[config.mk]
export PLATFORM = sky130hd
export DESIGN_NAME = hc595_shift_flat
export DESIGN_NICKNAME = d
export VERILOG_FILES = /design/src/rtl/hc595_if.sv /design/src/rtl/hc595_shift.sv /design/src/flat_wrapper.sv
export SDC_FILE = /design/constraint.sdc
export NUM_CORES = 1
export LEC_CHECK = 0
export CORE_MARGIN = 3
export CORE_UTILIZATION = 60
export DETAILED_ROUTE_END_ITERATION = 10
export PLACE_DENSITY_LB_ADDON = 0.3
export REMOVE_ABC_BUFFERS = 1
export SLEW_MARGIN = 20
export SYNTH_ARGS = -nofsm -noshare
export SYNTH_HDL_FRONTEND = slang
export SYNTH_SLANG_ARGS = --single-unit
[constraint.sdc]
create_clock -name sys_clk -period 3.1 [get_ports sys_clk]
set_clock_uncertainty 0.05 [all_clocks]
set_input_delay 0.31 -clock sys_clk [delete_from_list [all_inputs] [get_ports sys_clk]]
set_output_delay 0.31 -clock sys_clk [all_outputs]
set_load 0.05 [all_outputs]
[src/rtl/hc595_if.sv]
// Pin bundle between the segment-scan stage and the 74HC595 serialiser.
// The scan stage drives sel/seg/en; the serialiser drives the chain pins.
interface hc595_if;
    logic [5:0] sel;
    logic [7:0] seg;
    logic       en;
    logic       ds;
    logic       shcp;
    logic       stcp;
    logic       oe;
    logic       frame_done;

    modport master (
        output sel, seg, en,
        input  ds, shcp, stcp, oe, frame_done
    );

    modport slave (
        input  sel, seg, en,
        output ds, shcp, stcp, oe, frame_done
    );
endinterface

[src/rtl/hc595_shift.sv]
// Serialises a 14-bit {seg, sel} word MSB first into a 74HC595 chain,
// then pulses the storage clock; repeats every frame while en is high.
module hc595_shift #(
    parameter logic [15:0] SHCP_HALF = 16'd2
) (
    input  logic   sys_clk,
    input  logic   sys_rst,
    hc595_if.slave pins
);

    localparam int unsigned WORD_W = 14;
    localparam int unsigned CNT_W  = 16;
    localparam int unsigned BIT_W  = 4;

    localparam logic [CNT_W-1:0] HALF_LAST = SHCP_HALF - 16'd1;
    localparam logic [BIT_W-1:0] BIT_LAST  = BIT_W'(WORD_W - 1);

    typedef enum logic [1:0] {
        IDLE,
        LOAD,
        SHIFT,
        LATCH
    } state_t;

    state_t              state_q, state_n;
    logic [WORD_W-1:0]   word_q, word_n;
    logic [CNT_W-1:0]    half_q, half_n;
    logic [BIT_W-1:0]    bit_q, bit_n;
    logic                ds_q, ds_n;
    logic                shcp_q, shcp_n;
    logic                stcp_q, stcp_n;
    logic                oe_q;
    logic                done_q, done_n;

    // State and registered outputs
    always_ff @(posedge sys_clk or posedge sys_rst) begin
        if (sys_rst) begin
            state_q <= IDLE;
            word_q  <= '0;
            half_q  <= '0;
            bit_q   <= '0;
            ds_q    <= 1'b0;
            shcp_q  <= 1'b0;
            stcp_q  <= 1'b0;
            oe_q    <= 1'b1;
            done_q  <= 1'b0;
        end else begin
            state_q <= state_n;
            word_q  <= word_n;
            half_q  <= half_n;
            bit_q   <= bit_n;
            ds_q    <= ds_n;
            shcp_q  <= shcp_n;
            stcp_q  <= stcp_n;
            oe_q    <= 1'b0;
            done_q  <= done_n;
        end
    end

    // Next state and next output values
    always_comb begin
        state_n = state_q;
        word_n  = word_q;
        half_n  = half_q;
        bit_n   = bit_q;
        ds_n    = ds_q;
        shcp_n  = shcp_q;
        stcp_n  = stcp_q;
        done_n  = 1'b0;

        case (state_q)
            IDLE: begin
                shcp_n = 1'b0;
                stcp_n = 1'b0;
                if (pins.en) begin
                    state_n = LOAD;
                end
            end

            LOAD: begin
                word_n  = {pins.seg, pins.sel};
                ds_n    = pins.seg[7];
                shcp_n  = 1'b0;
                stcp_n  = 1'b0;
                half_n  = '0;
                bit_n   = '0;
                state_n = SHIFT;
            end

            // ds only moves on the falling shcp edge, keeping it centred on the rise
            SHIFT: begin
                if (half_q == HALF_LAST) begin
                    half_n = '0;
                    if (!shcp_q) begin
                        shcp_n = 1'b1;
                    end else begin
                        shcp_n = 1'b0;
                        if (bit_q == BIT_LAST) begin
                            stcp_n  = 1'b1;
                            state_n = LATCH;
                        end else begin
                            bit_n  = bit_q + 4'd1;
                            ds_n   = word_q[WORD_W-2];
                            word_n = {word_q[WORD_W-2:0], 1'b0};
                        end
                    end
                end else begin
                    half_n = half_q + 16'd1;
                end
            end

            LATCH: begin
                if (half_q == HALF_LAST) begin
                    half_n  = '0;
                    stcp_n  = 1'b0;
                    done_n  = 1'b1;
                    state_n = pins.en ? LOAD : IDLE;
                end else begin
                    half_n = half_q + 16'd1;
                end
            end

            default: begin
                state_n = IDLE;
            end
        endcase
    end

    assign pins.ds         = ds_q;
    assign pins.shcp       = shcp_q;
    assign pins.stcp       = stcp_q;
    assign pins.oe         = oe_q;
    assign pins.frame_done = done_q;

endmodule

[src/flat_wrapper.sv]
// flat-port wrapper written by rule: the top's interface ports become plain ports
module hc595_shift_flat 
#(
    parameter logic [15:0] SHCP_HALF = 16'd2
)
  (sys_clk, sys_rst, pins_sel, pins_seg, pins_en, pins_ds, pins_shcp, pins_stcp, pins_oe, pins_frame_done);
  hc595_if pins_i ();
  input  logic sys_clk;
  input  logic sys_rst;
  input wire logic [$bits(pins_i.sel)-1:0] pins_sel;
  input wire logic [$bits(pins_i.seg)-1:0] pins_seg;
  input wire logic [$bits(pins_i.en)-1:0] pins_en;
  output wire logic [$bits(pins_i.ds)-1:0] pins_ds;
  output wire logic [$bits(pins_i.shcp)-1:0] pins_shcp;
  output wire logic [$bits(pins_i.stcp)-1:0] pins_stcp;
  output wire logic [$bits(pins_i.oe)-1:0] pins_oe;
  output wire logic [$bits(pins_i.frame_done)-1:0] pins_frame_done;
  assign pins_i.sel = pins_sel;
  assign pins_i.seg = pins_seg;
  assign pins_i.en = pins_en;
  assign pins_ds = pins_i.ds;
  assign pins_shcp = pins_i.shcp;
  assign pins_stcp = pins_i.stcp;
  assign pins_oe = pins_i.oe;
  assign pins_frame_done = pins_i.frame_done;
  hc595_shift #(.SHCP_HALF(SHCP_HALF)) u_core (.sys_clk(sys_clk), .sys_rst(sys_rst), .pins(pins_i));
endmodule
==> flow_metrics.tcl, run 1 <==
set metrics [dict create \
    status "complete, no violations" \
    synthTopCellsByArea "dfrtp_1 46%, mux2i_1 7.0%, nor2_1 5.3%, ha_1 4.7%, a21oi_1 3.7%" \
    remaining_drc_errors 0 \
    crit_end "u_core.bit_q[2]$_DFFE_PP0P_" \
    synth-seq-cells 40 \
    grt_setup_unrepaired "no" \
    grt_use_total 0.2066 \
    whs_ps 299.9 \
    r2r_cells 8 \
    drtIter0Drc 85 \
    grt_pass1_wl_um 6817 \
    dieHeight_um 65.70 \
    critical-path-top-delay-family "compound AO/OA/AOI/OAI gates" \
    worstHoldPathType "input pin to asynchronous set/reset pin" \
    path_depth 8 \
    r2r_slack_ps 810 \
    critPathBufInv 2 \
    synthArstFlopShare 1.000 \
    critPathRequiredTime_ps 3310 \
    grt-ovfl-total 0 \
    coreArea_sq_um 3390 \
    clk_latency_ps 360 \
    worstMarginPinSlew_ps 625.8 \
    crit_start "u_core.half_q[1]$_DFFE_PP0N_" \
    clockRootBuffer "clkbuf_4" \
    ys_seq_area_frac 0.4687 \
    cts_hold_buf 0 \
    clk_pin_slew_ps 130 \
    period_needed_ps 2291 \
    p_leak_nw 1.167 \
    synth.most_common_cell "dfrtp_1" \
    diodes 0 \
    post_cts_buffers 0 \
    cap_viol_max_count 0 \
    hold_violations 0 \
    synth_cells 218 \
    portBuffers 21 \
    gp_congestion 0.8190 \
    fp-row-count 21 \
    fmax_ghz 0.4365 \
    cpMaxStageDelayCell "dfrtp_1" \
    num_vias 1590 \
    r2r_end "u_core.bit_q[2]$_DFFE_PP0P_" \
    critPathMaxFanout 32 \
    cts_resized 0 \
    antenna_found_initial 0 \
    avgViaCountPerCell 5.540 \
    ctsLongestPathBuffers 2 \
    cts_inserted_buffers 5 \
    synthDistinctLibCells 46 \
    num_io_pins 22 \
    finalCritPeriodShare 0.7391 \
    critPathKind "flop to flop" \
    htree_levels 2 \
    wl_um 3948 \
    wl_per_cell_um 13.76 \
    crit_arrival_ps 2500 \
    synth_area_sq_um 2138 \
    die_x_um 65.70 \
    num-fill-cells 260 \
    slew_headroom 0.5784 \
    synth_flop_cell "dfrtp_1" \
    syn_avg_cell_area_sq_um 9.809 \
    yosys-top-cells-count "39 x dfrtp_1, 30 x nor2_1, 16 x a21oi_1" \
    syn_to_final_growth_pct 14.98 \
    ant_nets 0 \
    die-area_sq_um 4316 \
    synth_top_area_cell "dfrtp_1" \
    grt_pass1_vias 1542 \
    cts_tree "done" \
    cts_sinks 40 \
    drive_gt1_frac 0.09959 \
    peakVddDrop_mv 0.3743 \
    r2r_start "u_core.half_q[1]$_DFFE_PP0N_" \
    fin_setup_tns_ps 0 \
    dpl.hpwl_um 2789 \
    drtPass1Iterations 4 \
    yosysWarnings 0 \
    worstSetupStartpointType "flop" \
    worst_setup_path_end_kind "flop" \
    grt_max_degree 41 \
    nets 265 \
    initial_core_util 0.6309 \
    synth_top_cell_area_share 0.4564 \
    synth-edff-count 0 \
    slew_violations 0 \
    cp_cell_sequence "inv_1, ha_1, nor4bb_1, nand4_1, a22oi_2, buf_4, o21ai_0, a21o_1" \
    max_stage_delay_ps 440 \
    powerDensity_nw_per_um2 387.4 \
    finalSetupViolations 0 \
]
placed cells by master, fill, tap and decap left out, types with 2 or more instances in the layout:
master            n
or3_1             2
xor2_1            4
inv_1            13
nand4_1           6
nor4_2            3
o22ai_1           2
o21ai_0          10
clkbuf_8          2
clkbuf_4          5
buf_4             3
xnor2_1           4
nand2b_1          2
clkdlybuf4s50_1  21
dfrtp_1          39
o31ai_1           3
nor3_1            2
nor3b_1           3
a21o_1            3
mux2i_1          15
nor2_1           30
nand2_1          13
a211oi_1          2
nor4_1            2
nand3_1           7
a21oi_1          16
ha_1              8
layout make-up:
type	instances	area, sq um	share of cell area
Timing Repair Buffer	24	232.7	0.09466
Sequential cell	40	1002	0.4076
Clock inverter	1	30.03	0.01221
Tap cell	46	57.56	0.02341
Clock buffer	7	65.06	0.02646
Multi-Input combinational cell	156	1022	0.4158
Inverter	13	48.80	0.01985
worst min-delay path by stage:
stage	endpoint	slack (ps)
after floorplan	u_core.word_q[0]$_DFFE_PP0P_	410
after global placement	u_core.word_q[4]$_DFFE_PP0P_	460
after detailed placement	u_core.half_q[8]$_DFFE_PP0N_	470
after CTS	u_core.word_q[6]$_DFFE_PP0P_	310
after global routing	u_core.word_q[6]$_DFFE_PP0P_	380
final	u_core.word_q[6]$_DFFE_PP0P_	300
metal layers:
metal,global-route usage,part of all wire
met4,0.09585,0.020
met5,0,0
met2,0.3392,0.47
met3,0.05128,0.039
met1,0.2539,0.47
logic make-up after synthesis:
group / count (synthesis) / share of synthesized area
DFF: 40 / 0.4687
adders and majority gates: 8 / 0.04681
buffers and inverters: 22 / 0.05325
AOI/OAI and AO/OA: 43 / 0.1241
xor gates and xnor gates: 8 / 0.03276
and+or+nand+nor: 80 / 0.1972
muxes: 16 / 0.07548
other: 1 / 0.001754
worst reg2reg max path: stages, from the launching register on:
cell	delay (ps)
dfrtp_1	440
inv_1	70
ha_1	160
nor4bb_1	310
nand4_1	260
a22oi_2	260
buf_4	310
o21ai_0	140
a21o_1	200
registers in the layout, summed over array words and instances (netlist names):
name / flops
u_core.state_q: 2
u_core.pins.frame_done: 1
u_core.pins.stcp: 1
u_core.bit_q: 4
u_core.pins.ds: 1
u_core.word_q: 13
u_core.half_q: 16
u_core.pins.shcp: 1
u_core.pins.oe: 1
power breakdown:
| group | internal (mW) | switching, mW |
|---|---|---|
| Combinational | 0.0220 | 0.0189 |
| Clock | 0.214 | 0.173 |
| Sequential | 0.524 | 0.000836 |
| Total | 0.760 | 0.192 |
metrics by stage:
stage          instances  instance area, sq um  total power, mW    util  setup slack [ps]
5_1_grt              287                  2459           0.9873  0.7254             590.6
6_report             287                  2459           0.9525  0.7254             808.9
4_1_cts              287                  2459           0.9655  0.7254             789.5
3_3_place_gp         279                  2364           0.5767  0.6973             879.6
2_1_floorplan        209                  2073           0.5498       -             359.3
3_5_place_dp         279                  2364           0.5768  0.6973             799.9
(Power assumes the default switching activity.)
==> run 2: changes to the inputs <==
Settings changed: CORE_UTILIZATION 60 to 56.
Clock period 3.1 ns to 2.2 ns, I/O delays scaled along.
==> run 2 against run 1 <==
Total power up 37%; sequential share of layout area down 1.1 points; clock power rose by 30%; critical path type unchanged.
==> flow_metrics.tcl, run 2 (synthesis gave the netlist of run 1 again) <==
set metrics [dict create \
    grt_setup_unrepaired "no" \
    cpMaxStageDelayCell "dfrtp_1" \
    r2r_start "u_core.half_q[1]$_DFFE_PP0N_" \
    grt_pass1_wl_um 6755 \
    cts_sinks 40 \
    max_stage_delay_ps 430 \
    dpl.cell_count 284 \
    num_io_pins 22 \
    num_vias 1641 \
    antenna_found_initial 0 \
    num-fill-cells 265 \
    nets 270 \
    drtPass1Iterations 4 \
    peakVddDrop_mv 0.3906 \
    worstHoldPathType "input pin to asynchronous set/reset pin" \
    fmax_ghz 0.4837 \
    critPathMaxFanout 27 \
    finalSetupViolations 0 \
    critPathBufInv 2 \
    powerDensity_nw_per_um2 515.5 \
    grt_max_degree 41 \
    htree_levels 2 \
    diodes 0 \
    finalCritPeriodShare 0.9397 \
    slew_headroom 0.5745 \
    gp_congestion 0.8084 \
    instances_no_fill 292 \
    period_needed_ps 2067 \
    cts_tree "done" \
    worstMarginPinSlew_ps 631.6 \
    reg.largest.list "u_core.half_q: 16 flops, u_core.word_q: 13 flops, u_core.bit_q: 4 flops" \
    avgViaCountPerCell 5.620 \
    post_cts_buffers 0 \
    crit_start "u_core.half_q[1]$_DFFE_PP0N_" \
    largest-register "u_core.half_q" \
    drive_gt1_frac 0.1301 \
    dpl.hpwl_um 2882 \
    final_common_cell "dfrtp_1" \
    p_leak_nw 1.197 \
    cts_inserted_buffers 5 \
    worst_setup_path_end_kind "flop" \
    fp-row-count 21 \
    grt_pass1_vias 1568 \
    most-common-layout-cells "39 x dfrtp_1, 30 x nor2_1, 21 x clkdlybuf4s50_1" \
    cp_cell_sequence "inv_1, ha_1, nor4bb_1, nand4_1, a22oi_2, buf_12, nor2_1, a21oi_1" \
    clk_latency_ps 300 \
    ant_nets 0 \
    clockRootBuffer "clkbuf_8" \
    remaining_drc_errors 0 \
    syn_to_final_growth_pct 18.02 \
    critical-path-top-delay-family "simple AND/OR/NAND/NOR gates" \
    cap_viol_max_count 0 \
    grt-ovfl-total 0 \
    slew_violations 0 \
    drtIter0Drc 105 \
    largest_register_ffs 16 \
    portBuffers 21 \
    crit_arrival_ps 2240 \
    worstSetupStartpointType "flop" \
    whs_ps 280.1 \
    die-area_sq_um 4596 \
    ctsLongestPathBuffers 2 \
    cts_hold_buf 0 \
    die_x_um 67.80 \
    dieHeight_um 67.80 \
    hold_violations 0 \
    grt_use_total 0.1987 \
    coreArea_sq_um 3495 \
    critPathKind "flop to flop" \
    wl_um 4026 \
    initial_core_util 0.6119 \
    wl_per_cell_um 13.79 \
    postLayoutCoreUtil 0.7222 \
    clk_pin_slew_ps 80 \
    critPathRequiredTime_ps 2370 \
    status "complete, no violations" \
]
run 2: cell types whose count changed in the layout (fill, tap and decap cells not counted), sizes merged:
| cell | delta |
|---|---|
| clkinv | +2 |
| buf | +5 |
| clkbuf | -1 |
| bufinv | -1 |
run 2: path summary, 6_finish.rpt:
kind | endpoint | slack (ps) | depth (start not counted)
setup / recovery | u_core.word_q[9]$_DFFE_PP0P_ | 130 | 8
hold / removal | u_core.word_q[9]$_DFFE_PP0P_ | 280 | 3
setup reg to reg | u_core.word_q[9]$_DFFE_PP0P_ | 130 | 8
hold reg to reg | u_core.word_q[12]$_DFFE_PP0P_ | 480 | 2
max in group asynchronous | u_core.pins.oe$_DFF_PP1_ | 1450 | 3
min in group sys_clk | u_core.word_q[0]$_DFFE_PP0P_ | 470 | 3
run 2: worst min-delay path: stages:
cell	delay, ps
clkdlybuf4s50_1	390
inv_1	50
buf_4	420
run 2: power breakdown:
group	internal (mW)	switching [mW]	leakage, nW	total, mW
registers	0.738	0.00119	0.536	0.739
clock network	0.250	0.254	0.0510	0.504
logic	0.0310	0.0266	0.610	0.0577
total	1.02	0.282	1.20	1.30
run 2: final cells by class:
type | count | area (sq um) | share of cell area
Sequential cell | 40 | 1002 | 0.3971
Clock inverter | 2 | 10.01 | 0.003966
Timing Repair Buffer | 29 | 282.8 | 0.1120
Clock buffer | 6 | 82.58 | 0.03272
Multi-Input combinational cell | 156 | 1040 | 0.4120
Tap cell | 46 | 57.56 | 0.02281
Inverter | 13 | 48.80 | 0.01934
run 2: timing repair:
action | in CTS | in global routing
gates resized for setup | 0 | 4
setup endpoints to repair | 0 | 6
endpoints found under the hold margin | 0 | 0
run 2: through the flow:
step / instance area [sq um] / power, mW / setup slack [ps] / setup TNS [ps]
6_report: 2524 / 1.301 / 132.8 / 0
5_1_grt: 2524 / 1.353 / 28.82 / 0
4_1_cts: 2506 / 1.314 / 89.26 / 0
3_5_place_dp: 2414 / 0.8131 / 105.5 / 0
3_3_place_gp: 2414 / 0.8125 / 158.2 / 0
2_1_floorplan: 2073 / 0.7747 / -540.7 / -5998
run 2: routing by layer:
layer | global-route usage | wire length, um
met2 | 0.3329 | 2012
met4 | 0.09429 | 53
met5 | 0 | 0
met3 | 0.05824 | 195
met1 | 0.2325 | 1765
==> run 3: changes to the inputs <==
Settings changed: CORE_UTILIZATION 56 to 50.
==> run 3 against run 2 <==
Flip-flop and latch count unchanged; critical path depth is the same; setup slack improved by 37 ps; worst hold slack better by 1.7 ps; first-iteration DRC count down 0.95%; critical endpoint is now u_core.word_q[3]$_DFFE_PP0P_; largest cell class unchanged; highest routed layer unchanged.
==> flow_metrics.tcl, run 3 (synthesis gave the netlist of run 1 again) <==
set metrics [dict create \
    status "complete, no violations" \
    cap_viol_max_count 0 \
    dpl.cell_count 289 \
    fin_setup_tns_ps 0 \
    fmax_ghz 0.4925 \
    die_x_um 71.40 \
    wl_um 3966 \
    reg.largest.list "u_core.half_q: 16 flops, u_core.word_q: 13 flops, u_core.bit_q: 4 flops" \
    grt_setup_unrepaired "no" \
    finalCritPeriodShare 0.9229 \
    dpl_worst_slack_ps 183.0 \
    num_vias 1588 \
    drtPass1Iterations 4 \
    remaining_drc_errors 0 \
    most-common-layout-cells "39 x dfrtp_1, 30 x nor2_1, 21 x clkdlybuf4s50_1" \
    gp_congestion 0.8481 \
    die-area_sq_um 5097 \
    clk_pin_slew_ps 80 \
    critPathRequiredTime_ps 2370 \
    ctsLongestPathBuffers 2 \
    antenna_found_initial 0 \
    clockRootBuffer "clkbuf_8" \
    initial_core_util 0.5270 \
    finalSetupViolations 0 \
    layout_setup_ws_ps 169.7 \
    hold_violations 0 \
    largest-register "u_core.half_q" \
    instances_no_fill 297 \
    largest_register_ffs 16 \
    coreArea_sq_um 4058 \
    fp-row-count 23 \
    syn_to_final_growth_pct 18.08 \
    worstHoldPathType "input pin to asynchronous set/reset pin" \
    drive_gt1_frac 0.1174 \
    grt_max_degree 41 \
    cts_inserted_buffers 5 \
    clk_latency_ps 300 \
    drtIter0Drc 104 \
    worst_setup_path_end_kind "flop" \
    ant_nets 0 \
    critPathMaxFanout 30 \
    post_cts_buffers 0 \
    grt_pass1_vias 1492 \
    r2r_end "u_core.word_q[3]$_DFFE_PP0P_" \
    grt-ovfl-total 0 \
    worstSetupStartpointType "flop" \
    fin_area_sq_um 2525 \
    avgViaCountPerCell 5.347 \
    dieHeight_um 71.40 \
    num_io_pins 22 \
    p_leak_nw 1.191 \
    peakVddDrop_mv 0.4040 \
    r2r_start "u_core.half_q[1]$_DFFE_PP0N_" \
    slew_headroom 0.5570 \
    nets 271 \
    cts_tree "done" \
    cts_sinks 40 \
    critPathKind "flop to flop" \
    slew_violations 0 \
    wl_per_cell_um 13.35 \
    crit_arrival_ps 2200 \
    r2r_slack_ps 170 \
    worstMarginPinSlew_ps 657.6 \
    portBuffers 21 \
    htree_levels 2 \
    dpl.hpwl_um 2822 \
    grt_use_total 0.1707 \
    grt_pass1_wl_um 6927 \
    powerDensity_nw_per_um2 521.1 \
    period_needed_ps 2030 \
    num-fill-cells 346 \
    place_area_sq_um 2426 \
    final_common_cell "dfrtp_1" \
    diodes 0 \
    p_total_mw 1.316 \
    r2r_cells 8 \
]
## run 3: cell count changes in the layout (fill, tap and decap cells not counted), sizes merged
cell / previous run / this run
clkinv: 2 / 0
clkbuf: 6 / 7
clkinvlp: 0 / 1
buf: 8 / 9
## run 3: stage by stage
step                      hold WS [ps]    util
after floorplan                  316.9       -
after global placement           456.5  0.5979
after detailed placement         468.9  0.5979
after CTS                        300.7  0.6210
after global routing             370.9  0.6223
final                            281.8  0.6223
## run 3: cell type report
type / count / area (sq um) / share of cell area
inverter: 13 / 48.80 / 0.01933
sequential: 40 / 1002 / 0.3969
clock inverter: 1 / 7.507 / 0.002973
multi-input combinational: 156 / 1027 / 0.4068
clock buffer: 7 / 86.33 / 0.03419
timing repair buffer: 30 / 290.3 / 0.1150
tap: 50 / 62.56 / 0.02478
## run 3: worst max path at each step
stage / to / depth (start not counted) / from / slack, ps
4_1_cts: u_core.half_q[14]$_DFFE_PP0N_ / 7 / u_core.state_q[0]$_DFFE_PP0P_ / 160
3_5_place_dp: u_core.half_q[7]$_DFFE_PP0N_ / 5 / u_core.half_q[7]$_DFFE_PP0N_ / 180
3_3_place_gp: u_core.half_q[7]$_DFFE_PP0N_ / 5 / u_core.half_q[10]$_DFFE_PP0N_ / 180
5_1_grt: u_core.half_q[14]$_DFFE_PP0N_ / 7 / u_core.state_q[0]$_DFFE_PP0P_ / 20
2_1_floorplan: u_core.bit_q[2]$_DFFE_PP0P_ / 6 / u_core.state_q[0]$_DFFE_PP0P_ / -540
6_report: u_core.word_q[3]$_DFFE_PP0P_ / 8 / u_core.half_q[1]$_DFFE_PP0N_ / 170
## run 3: timing repair
item,4_1_cts,5_1_grt
setup endpoints to repair,0,8
hold buffers,0,0
hold endpoints to repair,0,0
gates resized for setup,0,1
## run 3: worst max-delay path, cell delays in order, from the launching register on
cell and delay, ps:
dfrtp_1 430, inv_1 80, ha_1 150, nor4bb_1 290, nand4_1 240, a22oi_2 320
buf_12 210, nor2_1 70, a21oi_1 110
## run 3: routing by layer
layer	share of wire	global-route usage	vias up
met5	0	0	-
met2	0.44	0.2449	18
met4	0.021	0.08142	0
li1	-	-	813
met3	0.027	0.03787	7
met1	0.51	0.2441	750
## run 3: power breakdown
group          switching (mW)  leakage, nW  total (mW)  internal (mW)
logic                  0.0263        0.611      0.0573         0.0310
registers             0.00114        0.536       0.739          0.738
clock network           0.264       0.0445       0.519          0.255
